### src/rtl/ov7670_sccb_sender_pkg.sv
`default_nettype none
// ============================================================================
// Module   : ov7670_pkg
// Brief    : Shared types and constants for the OV7670 SCCB register writer.
// Revision : 1.0
// ============================================================================
package ov7670_pkg;

    typedef enum logic [3:0] {
        ST_RESTART  = 4'd0,
        ST_PWR_WAIT = 4'd1,
        ST_FETCH    = 4'd2,
        ST_CHECK    = 4'd3,
        ST_START    = 4'd4,
        ST_BITS     = 4'd5,
        ST_STOP     = 4'd6,
        ST_STEP     = 4'd7,
        ST_GAP      = 4'd8,
        ST_DONE     = 4'd9
    } sccb_state_t;

    localparam int          SCCB_FRAME_BITS = 27;
    localparam logic [15:0] CMD_END         = 16'hFFFF;
    localparam logic [7:0]  COM7_ADDR       = 8'h12;

    function automatic int unsigned max_u(input int unsigned a, input int unsigned b);
        return (a > b) ? a : b;
    endfunction

endpackage
`default_nettype wire

### src/rtl/ov7670_sccb_sender_if.sv
`default_nettype none
// ============================================================================
// Module   : ov7670_sccb_sender_if
// Brief    : Register-table handshake plus SCCB pad signals of the sender.
// Revision : 1.0
// ============================================================================
interface ov7670_sccb_sender_if;
    logic        reconfig;
    logic [15:0] command;
    logic        finished;
    logic        resend;
    logic        advance;
    logic        sioc;
    logic        siod_o;
    logic        siod_oe;
    logic        busy;
    logic        config_done;

    modport master (
        input  reconfig, command, finished,
        output resend, advance, sioc, siod_o, siod_oe, busy, config_done
    );

    modport slave (
        output reconfig, command, finished,
        input  resend, advance, sioc, siod_o, siod_oe, busy, config_done
    );
endinterface
`default_nettype wire

### src/rtl/ov7670_sccb_sender_quarter_tick.sv
`default_nettype none
// ============================================================================
// Module   : sccb_quarter_tick
// Brief    : Divider producing a one-cycle tick every QUARTER_DIV clocks.
// Revision : 1.0
// ============================================================================
module sccb_quarter_tick #(
    parameter int QUARTER_DIV = 250
) (
    input  wire logic clk,
    input  wire logic rst,
    input  wire logic clear_i,
    output logic      tick_o
);
    localparam int CW = (QUARTER_DIV > 1) ? $clog2(QUARTER_DIV) : 1;

    logic [CW-1:0] cnt_q;

    assign tick_o = (cnt_q == CW'(QUARTER_DIV - 1));

    always_ff @(posedge clk) begin
        if (rst || clear_i || tick_o) begin
            cnt_q <= '0;
        end else begin
            cnt_q <= cnt_q + CW'(1);
        end
    end
endmodule
`default_nettype wire

### src/rtl/ov7670_sccb_sender.sv
`default_nettype none
// ============================================================================
// Module   : ov7670_sccb_sender
// Brief    : Walks the OV7670 register table and writes each entry over SCCB.
// Revision : 1.0
// ============================================================================
module ov7670_sccb_sender
    import ov7670_pkg::*;
#(
    parameter int          QUARTER_DIV  = 250,
    parameter logic [7:0]  CAM_ID       = 8'h42,
    parameter int          POWERUP_WAIT = 100000,
    parameter int          CMD_GAP      = 1000,
    parameter int          RESET_WAIT   = 1000000
) (
    input  wire logic               clk,
    input  wire logic               rst,
    ov7670_sccb_sender_if.master    bus
);
    localparam int unsigned WAIT_MAX = max_u(max_u(POWERUP_WAIT, CMD_GAP), max_u(RESET_WAIT, 2));
    localparam int          WW       = $clog2(WAIT_MAX);

    localparam logic [WW-1:0] PW_LAST    = WW'(POWERUP_WAIT - 1);
    localparam logic [WW-1:0] FETCH_LAST = WW'(1);
    localparam logic [WW-1:0] CG_LAST    = WW'(CMD_GAP - 1);
    localparam logic [WW-1:0] RW_LAST    = WW'(RESET_WAIT - 1);
    localparam logic [4:0]    LAST_BIT   = 5'(SCCB_FRAME_BITS - 1);

    sccb_state_t   state_q, state_d;
    logic [WW-1:0] wait_q;
    logic [1:0]    qidx_q;
    logic [4:0]    bit_q;
    logic [26:0]   shreg_q;
    logic          com7_q;
    logic          tick;
    logic          entering;
    logic          zbit;

    logic sioc_q, siod_o_q, siod_oe_q, resend_q, advance_q, busy_q, done_q;
    logic sioc_d, siod_o_d, siod_oe_d, resend_d, advance_d, busy_d, done_d;

    assign entering = (state_d != state_q);
    assign zbit     = (bit_q == 5'd8) || (bit_q == 5'd17) || (bit_q == 5'd26);

    sccb_quarter_tick #(
        .QUARTER_DIV (QUARTER_DIV)
    ) u_tick (
        .clk     (clk),
        .rst     (rst),
        .clear_i (entering),
        .tick_o  (tick)
    );

    always_ff @(posedge clk) begin
        if (rst) begin
            state_q <= ST_RESTART;
        end else begin
            state_q <= state_d;
        end
    end

    always_comb begin
        state_d = state_q;
        case (state_q)
            ST_RESTART:  state_d = ST_PWR_WAIT;
            ST_PWR_WAIT: if (wait_q == PW_LAST) state_d = ST_FETCH;
            ST_FETCH:    if (wait_q == FETCH_LAST) state_d = ST_CHECK;
            ST_CHECK:    state_d = bus.finished ? ST_DONE : ST_START;
            ST_START:    if (tick && qidx_q == 2'd2) state_d = ST_BITS;
            ST_BITS:     if (tick && qidx_q == 2'd3 && bit_q == LAST_BIT) state_d = ST_STOP;
            ST_STOP:     if (tick && qidx_q == 2'd3) state_d = ST_STEP;
            ST_STEP:     state_d = ST_GAP;
            ST_GAP:      if (wait_q == (com7_q ? RW_LAST : CG_LAST)) state_d = ST_FETCH;
            ST_DONE:     if (bus.reconfig) state_d = ST_RESTART;
            default:     state_d = ST_RESTART;
        endcase
    end

    // Wait/quarter/bit counters restart on every state entry; Z slots shift in as 1.
    always_ff @(posedge clk) begin
        if (rst) begin
            wait_q  <= '0;
            qidx_q  <= '0;
            bit_q   <= '0;
            shreg_q <= '0;
            com7_q  <= 1'b0;
        end else begin
            if (entering) begin
                wait_q <= '0;
                qidx_q <= '0;
                bit_q  <= '0;
            end else begin
                if (state_q == ST_PWR_WAIT || state_q == ST_FETCH || state_q == ST_GAP) begin
                    wait_q <= wait_q + WW'(1);
                end
                if (tick) begin
                    qidx_q <= qidx_q + 2'd1;
                    if (state_q == ST_BITS && qidx_q == 2'd3) begin
                        bit_q   <= bit_q + 5'd1;
                        shreg_q <= {shreg_q[25:0], 1'b1};
                    end
                end
            end
            if (state_q == ST_CHECK && !bus.finished) begin
                shreg_q <= {CAM_ID, 1'b1, bus.command[15:8], 1'b1, bus.command[7:0], 1'b1};
                com7_q  <= (bus.command[15:8] == COM7_ADDR) && bus.command[7];
            end
        end
    end

    always_comb begin
        sioc_d    = 1'b1;
        siod_o_d  = 1'b1;
        siod_oe_d = 1'b0;
        resend_d  = 1'b0;
        advance_d = 1'b0;
        busy_d    = (state_q != ST_DONE);
        done_d    = (state_q == ST_DONE);
        case (state_q)
            ST_RESTART: resend_d = 1'b1;
            ST_START: begin
                siod_oe_d = 1'b1;
                siod_o_d  = (qidx_q != 2'd2);
            end
            ST_BITS: begin
                sioc_d    = qidx_q[1];
                siod_oe_d = !zbit;
                siod_o_d  = shreg_q[26];
            end
            ST_STOP: begin
                sioc_d    = (qidx_q != 2'd0);
                siod_oe_d = (qidx_q != 2'd3);
                siod_o_d  = qidx_q[1];
            end
            ST_STEP: advance_d = 1'b1;
            default: ;
        endcase
    end

    always_ff @(posedge clk) begin
        if (rst) begin
            sioc_q    <= 1'b1;
            siod_o_q  <= 1'b1;
            siod_oe_q <= 1'b0;
            resend_q  <= 1'b0;
            advance_q <= 1'b0;
            busy_q    <= 1'b0;
            done_q    <= 1'b0;
        end else begin
            sioc_q    <= sioc_d;
            siod_o_q  <= siod_o_d;
            siod_oe_q <= siod_oe_d;
            resend_q  <= resend_d;
            advance_q <= advance_d;
            busy_q    <= busy_d;
            done_q    <= done_d;
        end
    end

    assign bus.sioc        = sioc_q;
    assign bus.siod_o      = siod_o_q;
    assign bus.siod_oe     = siod_oe_q;
    assign bus.resend      = resend_q;
    assign bus.advance     = advance_q;
    assign bus.busy        = busy_q;
    assign bus.config_done = done_q;
endmodule
`default_nettype wire
### src/flat_wrapper.sv
// flat-port wrapper written by rule: the top's interface ports become plain ports
module ov7670_sccb_sender_flat import ov7670_pkg::*;
#(
    parameter int          QUARTER_DIV  = 250,
    parameter logic [7:0]  CAM_ID       = 8'h42,
    parameter int          POWERUP_WAIT = 100000,
    parameter int          CMD_GAP      = 1000,
    parameter int          RESET_WAIT   = 1000000
)
  (clk, rst, bus_reconfig, bus_command, bus_finished, bus_resend, bus_advance, bus_sioc, bus_siod_o, bus_siod_oe, bus_busy, bus_config_done);
  ov7670_sccb_sender_if bus_i ();
  input  wire logic clk;
  input  wire logic rst;
  input wire logic [$bits(bus_i.reconfig)-1:0] bus_reconfig;
  input wire logic [$bits(bus_i.command)-1:0] bus_command;
  input wire logic [$bits(bus_i.finished)-1:0] bus_finished;
  output wire logic [$bits(bus_i.resend)-1:0] bus_resend;
  output wire logic [$bits(bus_i.advance)-1:0] bus_advance;
  output wire logic [$bits(bus_i.sioc)-1:0] bus_sioc;
  output wire logic [$bits(bus_i.siod_o)-1:0] bus_siod_o;
  output wire logic [$bits(bus_i.siod_oe)-1:0] bus_siod_oe;
  output wire logic [$bits(bus_i.busy)-1:0] bus_busy;
  output wire logic [$bits(bus_i.config_done)-1:0] bus_config_done;
  assign bus_i.reconfig = bus_reconfig;
  assign bus_i.command = bus_command;
  assign bus_i.finished = bus_finished;
  assign bus_resend = bus_i.resend;
  assign bus_advance = bus_i.advance;
  assign bus_sioc = bus_i.sioc;
  assign bus_siod_o = bus_i.siod_o;
  assign bus_siod_oe = bus_i.siod_oe;
  assign bus_busy = bus_i.busy;
  assign bus_config_done = bus_i.config_done;
  ov7670_sccb_sender #(.QUARTER_DIV(QUARTER_DIV), .CAM_ID(CAM_ID), .POWERUP_WAIT(POWERUP_WAIT), .CMD_GAP(CMD_GAP), .RESET_WAIT(RESET_WAIT)) u_core (.clk(clk), .rst(rst), .bus(bus_i));
endmodule
### config.mk
export PLATFORM = sky130hd
export DESIGN_NAME = ov7670_sccb_sender_flat
export DESIGN_NICKNAME = d
export VERILOG_FILES = /design/src/rtl/ov7670_sccb_sender_pkg.sv /design/src/rtl/ov7670_sccb_sender_if.sv /design/src/rtl/ov7670_sccb_sender_quarter_tick.sv /design/src/rtl/ov7670_sccb_sender.sv /design/src/flat_wrapper.sv
export SDC_FILE = /design/constraint.sdc
export NUM_CORES = 1
export LEC_CHECK = 0
export BUFFER_PORTS_ARGS = -buffer_cell sky130_fd_sc_hd__buf_2
export CELL_PAD_IN_SITES_DETAIL_PLACEMENT = 1
export CELL_PAD_IN_SITES_GLOBAL_PLACEMENT = 2
export CORE_UTILIZATION = 38
export CTS_CLUSTER_SIZE = 28
export DETAILED_ROUTE_END_ITERATION = 16
export GPL_ROUTABILITY_DRIVEN = 0
export PLACE_DENSITY_LB_ADDON = 0.1
export SYNTH_ARGS = -nofsm -noshare
export SYNTH_HDL_FRONTEND = slang
export SYNTH_SLANG_ARGS = --single-unit
### constraint.sdc
create_clock -name clk -period 3.1 [get_ports clk]
set_clock_uncertainty 0.2 [all_clocks]
set_input_delay 0.155 -clock clk [delete_from_list [all_inputs] [get_ports clk]]
set_output_delay 0.155 -clock clk [all_outputs]
set_load 0.03 [all_outputs]
Yosys cells after proc, flatten, opt, wreduce, memory -nomap -nowiden --
Index checks and enable logic that the tools add are counted.
Word-level totals: memory bits (read-only) 0, RAM bits 0, register bits 74, bits in latches 0, output and inout bits 7, memories kept 0
Cells by class: bitwise logic cells 1, order comparisons 0, multipliers 0, reductions and logical operators 23, eq/ne operators 24, $add $sub $neg 4, div/mod/pow operators 0, shift-type cells 0, muxes and demuxes 19
Operator list (count):
- 26-bit two-way mux | 4
- 4-bit one-hot mux with 10 select lines | 1
- 4-bit two-way mux | 8
- 20-bit by 1-bit adder with 20-bit output, second input constant | 1
- 20-bit by 1-bit == test with 1-bit output, second input constant | 1
- 20-bit by 17-bit == test with 1-bit output, second input constant | 1
- 20-bit == test | 1
- 20-bit two-way mux | 1
- 4-bit by 3-bit == test with 1-bit output, second input constant | 4
- 5-bit == test, second input constant | 2
- 8-bit by 1-bit adder with 8-bit output, second input constant | 1
- 4-bit by 2-bit == test with 1-bit output, second input constant | 2
- 4-bit == test, second input constant | 2
- 8-bit by 5-bit == test with 1-bit output, second input constant | 1
- 8-bit == test, second input constant | 1
- 1-bit logical AND | 6
- 1-bit logical OR | 6
- 1-bit one-hot mux with 3 select lines | 2
- 3-bit AND reduction | 2
- 2-bit nonzero test | 3
- 5-bit by 1-bit adder with 5-bit output, second input constant | 1
- 5-bit by 4-bit == test with 1-bit output, second input constant | 1
- 2-bit == test, second input constant | 2
- 4-bit by 1-bit == test with 1-bit output, second input constant | 1
- other kinds (12) | 16

Logic depth before layout (Yosys ltp) --
word-level depth 8, depth in mapped cells 9, depth with buffers taken out 8

Modules after synthesis --
From an unflattened synthesis, not the netlist that was laid out.
Second synthesis, totals: cells, all modules 440, area total of the unflattened synthesis 3767.4 um^2
Modules (own cells, without submodules):
- ov7670_sccb_sender | cells an instance 392, seq. area each 1321.3 um^2, area an instance 3357.0 um^2, times used 1
- sccb_quarter_tick | cells an instance 48, seq. area each 160.2 um^2, area an instance 410.4 um^2, times used 1

Worst setup path after synthesis --
OpenSTA, ideal clock, no wires.
kind reg-to-reg, from reg u_core.wait_q[0], to reg u_core.bit_q[0], cell stages (with the launch flop) 9, slack 0.485 ns, library setup time 0.144 ns, required time 2.756 ns, period minus slack after synthesis 2.615 ns, arrival 2.271 ns, path buffers 1, cell sequence dfxtp_1 > ha_1 > nand3_1 > nor4_4 > a21oi_2 > or4_4 > xor2_2 > buf_6 > nor4_2
Between the ends: cells in the longest elaborated chain, start to end 5
RTL lines:
- start: declaration | line ov7670_sccb_sender.sv:30 | logic [WW-1:0] wait_q;
- start signal: assignment | line ov7670_sccb_sender.sv:94 | wait_q <= wait_q + WW'(1);
- 20-bit == test (tied with other cells) | line ov7670_sccb_sender.sv:73 | ST_GAP: if (wait_q == (com7_q ? RW_LAST : CG_LAST)) state_d = ST_FETCH;
- 4-bit two-way mux (on tied branches) | line ov7670_sccb_sender.sv:73, ov7670_sccb_sender.sv:66, ov7670_sccb_sender.sv:67
- 4-bit one-hot mux with 10 select lines * | line ov7670_sccb_sender.sv:64 | case (state_q)
- 4-bit != test * | line ov7670_sccb_sender.sv:42 | assign entering = (state_d != state_q);
- 2-bit OR reduction (no line) *
- end signal: assignment | line ov7670_sccb_sender.sv:99 | bit_q <= bit_q + 5'd1;
- end: declaration | line ov7670_sccb_sender.sv:32 | logic [4:0] bit_q;
Mark *: on every way between the ends. The rest lies on a longest branch, timed or not. A chain may end at the register's enable or synchronous reset.

Worst setup path in the final report --
from reg u_core.wait_q[0], to reg u_core.wait_q[12]
Between the ends: cells in the longest elaborated chain, start to end 5
RTL lines (line):
- 20-bit == test (tied with other cells) | ov7670_sccb_sender.sv:73
- 4-bit two-way mux (on tied branches) | ov7670_sccb_sender.sv:73, ov7670_sccb_sender.sv:66, ov7670_sccb_sender.sv:67
- 4-bit one-hot mux with 10 select lines | ov7670_sccb_sender.sv:64
- 4-bit != test | ov7670_sccb_sender.sv:42
- 2-bit OR reduction (no line)
Parallel ways exist; a longest one is shown, timed or not.

==> impl_results.md <==
* Result of the run: completed
* Portion of the post-synthesis area used by sequential elements at 37.79%
* Port Buf Inserts at 26
* Antenna Violating Nets Remaining at 0
* Final min period at 2.880 ns
* Antenna violations before repair at 0
* First-pass iteration count of the detailed router at 4
* Transition time at the pin with the least slew margin at 0.6975 ns
* RSZ-0062 raised after global routing: false
* Number of top-level pins at 27
* Number of distinct library cells after synthesis at 55
* GR Overflow Total at 0
* Final worst hold slack at 0.01760 ns
* Crit path buf inv count at 1
* Area of all placed cells without fillers at 4626 um^2
* Worst Path Arrival at 2.95 ns
* Critical path's slowest cell: or4_4
* Height of the chip at 103.6 um
* Max-slew violations at 0
* Share of the clock period used by the worst path at 92.89%
* M2 GR Usage at 34.04%
* Ys Warns at 0
* Number of buffers on the longest clock path at 2
* Std-Cell Rows at 36
* Total global-route track usage at 19.68%
* Commonest non-fill, non-tap cells in the layout: dfxtp_1 (74), nor2_1 (43), nor4_2 (27), mux2i_1 (27), buf_2 (26)
* Initial core utilization at 39.74%
* Chain of cells forming the critical path: ha_1, nand3_1, nor4_4, a21oi_2, or4_4, xor2_4, buf_4, nor4_2
* Startpoint type of the worst setup path: flop
* Post-synthesis net count at 446
* Type of the most critical hold path: input port to flop
* Inserted Diodes at 0
* Drt initial violations at 120
* TritonCTS clock tree: yes
* Power density over cell area at 445.2 nW/um^2
* Dpl hpwl at 6.830 mm
* Largest net degree at the start of global routing at 46
* Remaining design rule violation count at 0
* Final-report setup violation count at 0
* Normalized max-slew margin at 53.29%
* Worst-path maximum fanout at 21
* Setup crit end kind: flop
* Category of the most critical setup path: flop to flop
* Most used flip-flop cell after synthesis: dfxtp_1
* Number of enable-type register cells in the synthesized netlist at 0
* Mapped Cells at 415
* H-Tree Depth at 3
* P&R area growth vs syn at 18.00%
* Min-delay src: bus_finished
* Final Instance Count excl. Fillers at 590
* Final total power at 2.060 mW
* GR Layer Usage met1 at 23.28%
* Number of sinks handled by clock tree synthesis at 74
* Synthesized area per cell at 9.446 um^2
* Core Region at 9864 um^2
* Root Buffer Master: clkbuf_8
* Via count of the first global-routing pass at 3,347
* Post-CTS setup buffer count at 0
* Core occupancy in the finished layout at 46.89%
* Post-detailed-route wirelength per cell at 16.98 um
* Most common cell after layout, fill and taps aside: dfxtp_1
* Busiest grt layer: met2
* # Max-Cap Violations at 0
* Peak VDD IR at 0.2523 mV
* Worst path required time at 3.17 ns
* Hold violation total from the final report at 0
* Number of CTS-inserted buffers at 9
* Layout cells sized above 1 at 21.66%
* Sum of negative setup slack at 0 ns
* Die boundary width at 103.6 um
* Area after DPL at 4209 um^2
* Die ar. at 10,730 um^2
* Met3 GRT Util at 4.909%
* Global-route wire length before repair at 16.64 mm
* Drt total wl at 10.02 mm
* Crit path setup slack, layout at 0.2205 ns
* Number of placed cells counting well taps at 558
* Largest incremental delay on the critical path at 0.53 ns
* Leakage Power at 1.714 nW
* Max frequency at 347.3 MHz
* Delay-heaviest family, CP: simple AND/OR/NAND/NOR gates
* Synthesized flop and latch total at 74
* Origin of the critical flop-to-flop path: u_core.wait_q[0]$_SDFFE_PP0P_
* Clock latency at the later pin of the worst-skew pair at 0.37 ns
* Startpoint of the worst setup timing path: u_core.wait_q[0]$_SDFFE_PP0P_
* Post-synthesis instance area at 3920 um^2
* Routed via count divided by cell count at 5.402
* Clock slew at the register clock pins of the worst setup and hold paths at 0.08 ns
* Number of nets in the layout at 483
* Synth async-reset ratio at 0%
* Minimum setup slack after placement at 0.2070 ns
* Vias at 3,187
[cells in the mapped netlist (2+ instances only)]
cell type	count	area share, %
nor4_2	26	8.3
nand4_1	9	1.4
a21oi_1	10	1.3
xnor2_1	18	4.0
o21ai_0	5	0.64
xor2_1	12	2.7
dfxtp_1	74	38
a211oi_1	20	3.8
inv_1	12	1.1
or4_1	4	0.77
buf_2	9	1.1
nand2_1	18	1.7
nor2_1	43	4.1
and4_1	4	0.89
o32ai_1	2	0.45
buf_1	2	0.19
buf_6	3	0.86
or3_1	5	0.80
nand2b_1	2	0.32
nor4b_1	5	1.1
o22ai_1	2	0.32
o2111ai_1	2	0.45
and3_1	3	0.48
mux2i_1	27	6.9
ha_1	11	3.5
buf_4	2	0.38
nor4_1	11	1.8
nor3_1	19	2.4
nand3b_1	3	0.57
nand3_1	11	1.4
clkbuf_1	17	1.6
[registers in the layout, summed over array words and instances (netlist names), 2 cells and up]
name                 flops
u_core.shreg_q          27
u_core.qidx_q            2
u_core.wait_q           20
u_core.bit_q             5
u_core.u_tick.cnt_q      8
u_core.state_q           4
[final cells by class]
cell class / count / area [um^2]
multi-input combinational: 296 / 2251
clock inverter: 5 / 100.1
sequential: 74 / 1481
clock buffer: 11 / 151.4
timing repair buffer: 59 / 430.4
tap: 133 / 166.4
fill: 1133 / 5239
inverter: 12 / 45.04
[routing by layer]
metal  vias to the layer above  share of wire (%)
li1                       1585                  -
met1                      1556                 46
met2                        30                 50
met3                        16                2.2
met4                         0                1.8
met5                         -                  0
[kinds of logic (layout without fill, tap and decap cells)]
group	Yosys count	in the layout	share of synthesized area (%)
multiplexers	28	28	7.182
AND/OR/NAND/NOR	177	177	29.78
XOR/XNOR	31	31	7.118
AO/OA/AOI/OAI	49	49	9.257
flip-flops	74	74	37.79
adder cells (fa/ha/maj)	11	11	3.511
buffers and inverters	45	87	5.362
[power breakdown]
group	total, mW	internal, mW	switching [mW]	leakage (nW)
clock	0.961	0.576	0.385	0.129
sequential	0.964	0.956	0.00825	0.597
combinational	0.134	0.0481	0.0860	0.988
total	2.06	1.58	0.480	1.71
[worst reg2reg max path, stage by stage, from the launching register on]
cell     delay, ns
dfxtp_1       0.43
ha_1          0.27
nand3_1       0.17
nor4_4        0.38
a21oi_2       0.13
or4_4         0.53
xor2_4        0.17
buf_4         0.25
nor4_2        0.26
[worst paths after layout]
| check | to | slack (ns) | cells past startpoint |
|---|---|---|---|
| hold / removal | u_core.state_q[2]$_SDFF_PP0_ | 0.02 | 4 |
| hold reg to reg | u_core.shreg_q[18]$_SDFFE_PP0P_ | 0.31 | 2 |
| setup / recovery | u_core.wait_q[12]$_SDFFE_PP0P_ | 0.22 | 8 |
| setup reg to reg | u_core.wait_q[12]$_SDFFE_PP0P_ | 0.22 | 8 |
[what timing repair did]
item / 4_1_cts / 5_1_grt
setup endpoints to repair: 0 / 6
hold endpoints to repair: 17 / 0
gates resized for setup: 0 / 1
hold buffers: 16 / 0
No activity file was read; power rests on OpenSTA's default activity.
